`config.mk`:
```
export PLATFORM = sky130hd
export DESIGN_NAME = fetch_queue
export DESIGN_NICKNAME = d
export VERILOG_FILES = /design/src/rtl/fetch_pkg.sv /design/src/rtl/fetch_fifo.sv /design/src/rtl/fetch_queue.sv
export SDC_FILE = /design/constraint.sdc
export NUM_CORES = 1
export LEC_CHECK = 0
export CAP_MARGIN = 5
export CORE_ASPECT_RATIO = 1.2
export CORE_MARGIN = 2
export CORE_UTILIZATION = 50
export CTS_BUF_LIST = sky130_fd_sc_hd__clkbuf_4 sky130_fd_sc_hd__clkbuf_8
export DETAILED_ROUTE_END_ITERATION = 7
export GPL_ROUTABILITY_DRIVEN = 0
export HOLD_SLACK_MARGIN = 0.12
export PLACE_DENSITY = 0.79
export SLEW_MARGIN = 25
export SYNTH_ARGS = -nofsm -noshare
export SYNTH_HDL_FRONTEND = slang
export SYNTH_SLANG_ARGS = --single-unit
```
`constraint.sdc`:
```
create_clock -name clk -period 8.2 [get_ports clk]
set_clock_uncertainty 0.1 [all_clocks]
set_input_delay 2.46 -clock clk [delete_from_list [all_inputs] [get_ports clk]]
set_output_delay 2.46 -clock clk [all_outputs]
set_load 0.1 [all_outputs]
```
`src/rtl/fetch_pkg.sv`:
```
// fetch_pkg: shared types and constants for the fetch front end
package fetch_pkg;
  typedef enum logic [1:0] {FETCH_IDLE, FETCH_WAIT, FETCH_DISCARD} fetch_state_t;
  typedef struct packed {
    logic [31:0] pc;
    logic [31:0] instr;
  } fetch_entry_t;
  localparam logic [31:0] NOP_INSTR = 32'h0000_0000;
  localparam int INSTR_BYTES = 4;
  function automatic logic [31:0] align_pc(input logic [31:0] pc);
    return pc & ~32'(INSTR_BYTES - 1);
  endfunction
endpackage

```
`src/rtl/fetch_fifo.sv`:
```
// fetch_fifo: synchronous prefetch FIFO with flush; pointers wrap at DEPTH
module fetch_fifo #(
  parameter int DEPTH = 4,
  parameter int WIDTH = 64,
  localparam int AW = $clog2(DEPTH),
  localparam int CW = $clog2(DEPTH + 1)
) (
  input  logic             clk,
  input  logic             rst,
  input  logic             push,
  input  logic             pop,
  input  logic             flush,
  input  logic [WIDTH-1:0] din,
  output logic [WIDTH-1:0] head,
  output logic [CW-1:0]    count,
  output logic             full,
  output logic             empty
);
  logic [WIDTH-1:0] mem [DEPTH];
  logic [AW-1:0] rd, wr;
  always_ff @(posedge clk or posedge rst)
    if (rst) begin
      rd    <= '0;
      wr    <= '0;
      count <= '0;
    end else if (flush) begin
      rd    <= '0;
      wr    <= '0;
      count <= '0;
    end else begin
      if (push) wr <= wr + 1'b1;
      if (pop) rd <= rd + 1'b1;
      count <= count + CW'(push) - CW'(pop);
    end
  always_ff @(posedge clk)
    if (push && !flush) mem[wr] <= din;
  assign head  = mem[rd];
  assign full  = count == CW'(DEPTH);
  assign empty = count == '0;
endmodule

```
`src/rtl/fetch_queue.sv`:
```
// fetch_queue: fetch PC owner, single-outstanding imem requester and prefetch FIFO.
// Optional FETCH_BYPASS_EN forwards an accepted ack straight to the F stage when the FIFO is empty.
module fetch_queue
  import fetch_pkg::*;
#(
  parameter int          DEPTH    = 4,
  parameter logic [31:0] RESET_PC = 32'h0000_0000
) (
  input  logic                       clk,
  input  logic                       reset,
  output logic                       imem_req,
  output logic [31:0]                imem_addr,
  input  logic                       imem_ack,
  input  logic [31:0]                imem_rdata,
  input  logic                       redirect,
  input  logic [31:0]                redirect_pc,
  input  logic                       stall_d,
  output logic                       instr_valid_f,
  output logic [31:0]                instr_f,
  output logic [31:0]                pc_f,
  output logic [31:0]                pc_plus_4_f,
  output logic [$clog2(DEPTH+1)-1:0] count
);
  fetch_state_t state, state_n;
  logic [31:0] fetch_pc, hold_addr;
  fetch_entry_t head, head_sel, din;
  logic full, empty, accept, pop, fifo_push, fifo_pop;
  always_ff @(posedge clk or posedge reset)
    if (reset) state <= FETCH_IDLE;
    else state <= state_n;
  always_comb begin
    state_n = state == FETCH_IDLE ? (imem_req && !imem_ack ? FETCH_WAIT : FETCH_IDLE)
            : state == FETCH_WAIT ? (imem_ack ? FETCH_IDLE : redirect ? FETCH_DISCARD : FETCH_WAIT)
            : (imem_ack ? FETCH_IDLE : FETCH_DISCARD);
  end
  // reset gates the request combinationally so an in-flight request drops at once
  always_comb begin
    imem_req  = !reset && (state != FETCH_IDLE || (!full && !redirect));
    imem_addr = state == FETCH_IDLE ? fetch_pc : hold_addr;
    accept    = imem_req && imem_ack && !redirect && state != FETCH_DISCARD;
  end
  always_ff @(posedge clk or posedge reset)
    if (reset) begin
      fetch_pc  <= RESET_PC;
      hold_addr <= RESET_PC;
    end else begin
      if (redirect) fetch_pc <= align_pc(redirect_pc);
      else if (accept) fetch_pc <= fetch_pc + 32'(INSTR_BYTES);
      if (state == FETCH_IDLE) hold_addr <= fetch_pc;
    end
  assign din = '{pc: fetch_pc, instr: imem_rdata};
  assign pop = instr_valid_f && !stall_d && !redirect;
`ifdef FETCH_BYPASS_EN
  logic byp;
  assign byp           = empty && accept;
  assign instr_valid_f = !empty || byp;
  assign head_sel      = byp ? din : head;
  assign fifo_push     = accept && !(byp && pop);
  assign fifo_pop      = pop && !empty;
`else
  assign instr_valid_f = !empty;
  assign head_sel      = head;
  assign fifo_push     = accept;
  assign fifo_pop      = pop;
`endif
  fetch_fifo #(.DEPTH(DEPTH), .WIDTH($bits(fetch_entry_t))) u_fifo (
    .clk  (clk),
    .rst  (reset),
    .push (fifo_push),
    .pop  (fifo_pop),
    .flush(redirect),
    .din  (din),
    .head (head),
    .count(count),
    .full (full),
    .empty(empty)
  );
  assign instr_f     = instr_valid_f ? head_sel.instr : NOP_INSTR;
  assign pc_f        = instr_valid_f ? head_sel.pc : 32'h0;
  assign pc_plus_4_f = pc_f + 32'(INSTR_BYTES);
endmodule

```
==> impl_metrics.env <==
export IMPL_status="complete, no violations"
export IMPL_clock_latency_ns=0.55
export IMPL_diodes=0
export IMPL_setup_viol=0
export IMPL_row_count=66
export IMPL_cts_buffers=49
export IMPL_cts_setup_buffers=0
export IMPL_cts_htree_levels=2
export IMPL_placeableCoreArea_um2=26900
export IMPL_clockBufferDepth=3
export IMPL_critPathCaptureType="output pin"
export IMPL_postLayoutCoreUtil_pct=62.5
export IMPL_viasPerCell=5.42
export IMPL_synth_main_ff_cell="edfxtp_1"
export IMPL_fp_dieArea_um2=28500
export IMPL_drv_slew=0
export IMPL_top_usage_layer="met2"
export IMPL_ant_nets=0
export IMPL_drc=0
export IMPL_grt_max_degree=72
export IMPL_first_pass_iters=4
export IMPL_grt_pass1_wl_um=43800
export IMPL_cellPowerDensity_nw_per_um2=377
export IMPL_critPathMaxFanout=38
export IMPL_ctsHoldBuffers=0
export IMPL_groute_layer_met2_usage_pct=33.2
export IMPL_synthAdderAreaFrac_pct=0.884
export IMPL_grtUsageTotal_pct=20.0
export IMPL_critPathLaunch="u_fifo.rd[0]"
export IMPL_maxSlewHeadroom_pct=26.7
export IMPL_final_setup_worst_slack_ns=0.770
export IMPL_die_width_um=154
export IMPL_cp_num_buf_inv=2
export IMPL_final_cell_mix="edfxtp_1 (248), clkdlybuf4s50_1 (185), nand2_1 (69), dfrtp_1 (66), and2_1 (62)"
export IMPL_cts_sinks=319
export IMPL_cp_required_ns=5.64
export IMPL_hold_path_class="reg -> reg"
export IMPL_place_area_um2=15900
export IMPL_ys_ff_latch=319
export IMPL_post_dp_hpwl_um=18200
export IMPL_pre_cts_ws_ns=1.21
export IMPL_die_h_um=185
export IMPL_synth_area_leaders="edfxtp_1 (55%), dfrtp_1 (13%), mux4_2 (7.6%)"
export IMPL_finalHoldViolCount=0
export IMPL_max_cap_viol_count=0
export IMPL_use_met1_pct=27.1
export IMPL_drt_initial_drc_count=442
export IMPL_antenna_found_initial=0
export IMPL_worstPathArrival_ns=4.87
export IMPL_port_buffer_count=195
export IMPL_drive_gt1_share_pct=18.2
export IMPL_gr_total_overflow=0
export IMPL_totalPowerFinal_uw=6340
export IMPL_synth_simple_gate_area_share_pct=9.80
export IMPL_synth_top_family_by_area="multiplexers"
export IMPL_layout_commonest_cell="edfxtp_1"
export IMPL_yosysTopAreaCell="edfxtp_1"
export IMPL_layout_nets=1134
export IMPL_worstSetupPathType="reg -> out"
export IMPL_rsz0062_at_grt="false"
export IMPL_critical_path_top_delay_family="buffers and inverters"
export IMPL_ff2ff_setup_slack_ns=5.47
export IMPL_leakage_uw=0.00592
export IMPL_irDropWorstVdd_mv=0.263
export IMPL_worst_slew_pin_transition_ns=1.10
export IMPL_synth_mux_area_share_pct=13.7
export IMPL_yosysWarnings=0
export IMPL_final_period_utilization_pct=90.6
export IMPL_worstSetupStartpointType="flip-flop"
export IMPL_grt_pass1_vias=8089
export IMPL_synth_top_cell_area_share_pct=54.8
export IMPL_critPathSlowestCell="clkdlybuf4s50_1"
export IMPL_fin_tns_setup_ns=0
export IMPL_async_reset_ff_share_pct=22.3
export IMPL_ys_seq_area_share_pct=67.9
export IMPL_critPathMaxStageDelay_ns=1.15
export IMPL_vias=7761
export IMPL_r2r_start="fetch_pc[5]"
export IMPL_synth_area_per_cell_um2=16.2
export IMPL_syn_instance_count=837
export IMPL_synth_compound_area_share_pct=1.64
export IMPL_gr_usage_met3_pct=3.48
export IMPL_tritoncts="yes"
export IMPL_fmax_ghz=0.135
export IMPL_path_clk_slew_ns=0.06
export IMPL_wl_per_cell_um=19.7
export IMPL_synth_xor_area_share_pct=3.68
export IMPL_cts_root_buf="clkbuf_8"
export IMPL_hp_start="hold_addr[28]"
export IMPL_wl_um=28200
export IMPL_fin_area_um2=16800
export IMPL_io_pins=202
export IMPL_crit_chain="buf_4 -> mux4_2 -> nand2_1 -> and4bb_2 -> nand3_1 -> nor4_2 -> xor2_1 -> clkdlybuf4s50_1"
export IMPL_syn_area_um2=13600
export IMPL_synth_edf_count=248
export IMPL_synth_cell_types=45
export IMPL_synthToLayoutAreaGrowth_pct=23.8
export IMPL_fin_crit_ns=7.43
export IMPL_ctsResizeCount=0
export IMPL_start_util_pct=50.5
==> worst reg2reg max path, delay by kind of cell (launching register included) <==
kind / cells / cell delay [ns]
compound gates: 1 / 0.09
xor+xnor: 1 / 0.16
flops: 1 / 0.52
simple gates: 4 / 1.72
==> power breakdown <==
group	internal, uW	total, uW	leakage (uW)	switching, uW
Combinational	778	3120	0.00229	2340
Sequential	1840	1960	0.00312	114
Clock	696	1270	0.000507	571
Total	3320	6340	0.00592	3030
==> flip-flops by register name, indices dropped and copies added (netlist names) <==
signal / cells
u_fifo.mem: 248
hold_addr: 32
fetch_pc: 30
u_fifo.count: 3
state: 2
u_fifo.rd: 2
u_fifo.wr: 2
==> synth_stat cells, types with 2 or more instances <==
library cell    n
o21ai_0        28
edfxtp_1      248
xor2_1         18
nor2_1         28
nor2b_1         4
ha_1            8
a21oi_1         5
nand2b_1        2
mux4_1         18
and3_1         13
nand4_1        11
buf_2           6
buf_4           6
xnor2_1        39
nor3_1         10
mux4_2         46
buf_6           3
mux2i_1         2
nor3b_2         2
inv_1          27
nand3_1        26
and4_1          4
and2_1         63
mux2_2         30
o211ai_1        2
clkbuf_1       23
dfrtp_1        71
nor4_1          8
a211o_1         2
nand2_1        69
==> stage by stage <==
| stage | std cells | hold slack, ns |
|---|---|---|
| floorplan | 840 | 0.351 |
| global placement | 1345 | 0.381 |
| detailed placement | 1345 | 0.385 |
| CTS | 1431 | 0.400 |
| global route | 1431 | 0.409 |
| finish | 1431 | 0.395 |
==> final timing paths <==
check / cells past startpoint / end
worst max-delay path: 8 / pc_plus_4_f[23]
worst min-delay path: 1 / hold_addr[28]
worst max register to register: 6 / fetch_pc[26]
worst min register to register: 1 / hold_addr[28]
max in group asynchronous: 3 / u_fifo.rd[0]
min in group asynchronous: 3 / fetch_pc[16]
==> logic make-up (layout without fill, tap and decap cells) <==
| group | Yosys count | in the layout |
|---|---|---|
| flip-flops | 319 | 319 |
| AND/OR/NAND/NOR | 249 | 249 |
| multiplexers | 96 | 96 |
| buffers and inverters | 66 | 317 |
| XOR/XNOR | 57 | 57 |
| AO/OA/AOI/OAI | 40 | 40 |
| adder cells (fa/ha/maj) | 9 | 9 |
| other | 1 | 4 |
==> routing by layer <==
metal | vias to the layer above | wire length (um)
met5 | - | 0
met4 | 0 | 716
met3 | 54 | 1650
met2 | 255 | 13700
met1 | 3857 | 12100
li1 | 3595 | -
==> final cells by class <==
class / count / area (um^2)
Clock inverter: 16 / 97.6
Timing Repair Buffer: 204 / 1990
Tap cell: 340 / 425
Sequential cell: 319 / 9230
Fill cell: 1979 / 10100
Inverter: 27 / 105
Multi-Input combinational cell: 455 / 4110
Clock buffer: 70 / 851
Note: power is estimated with default switching activity, not from simulation.
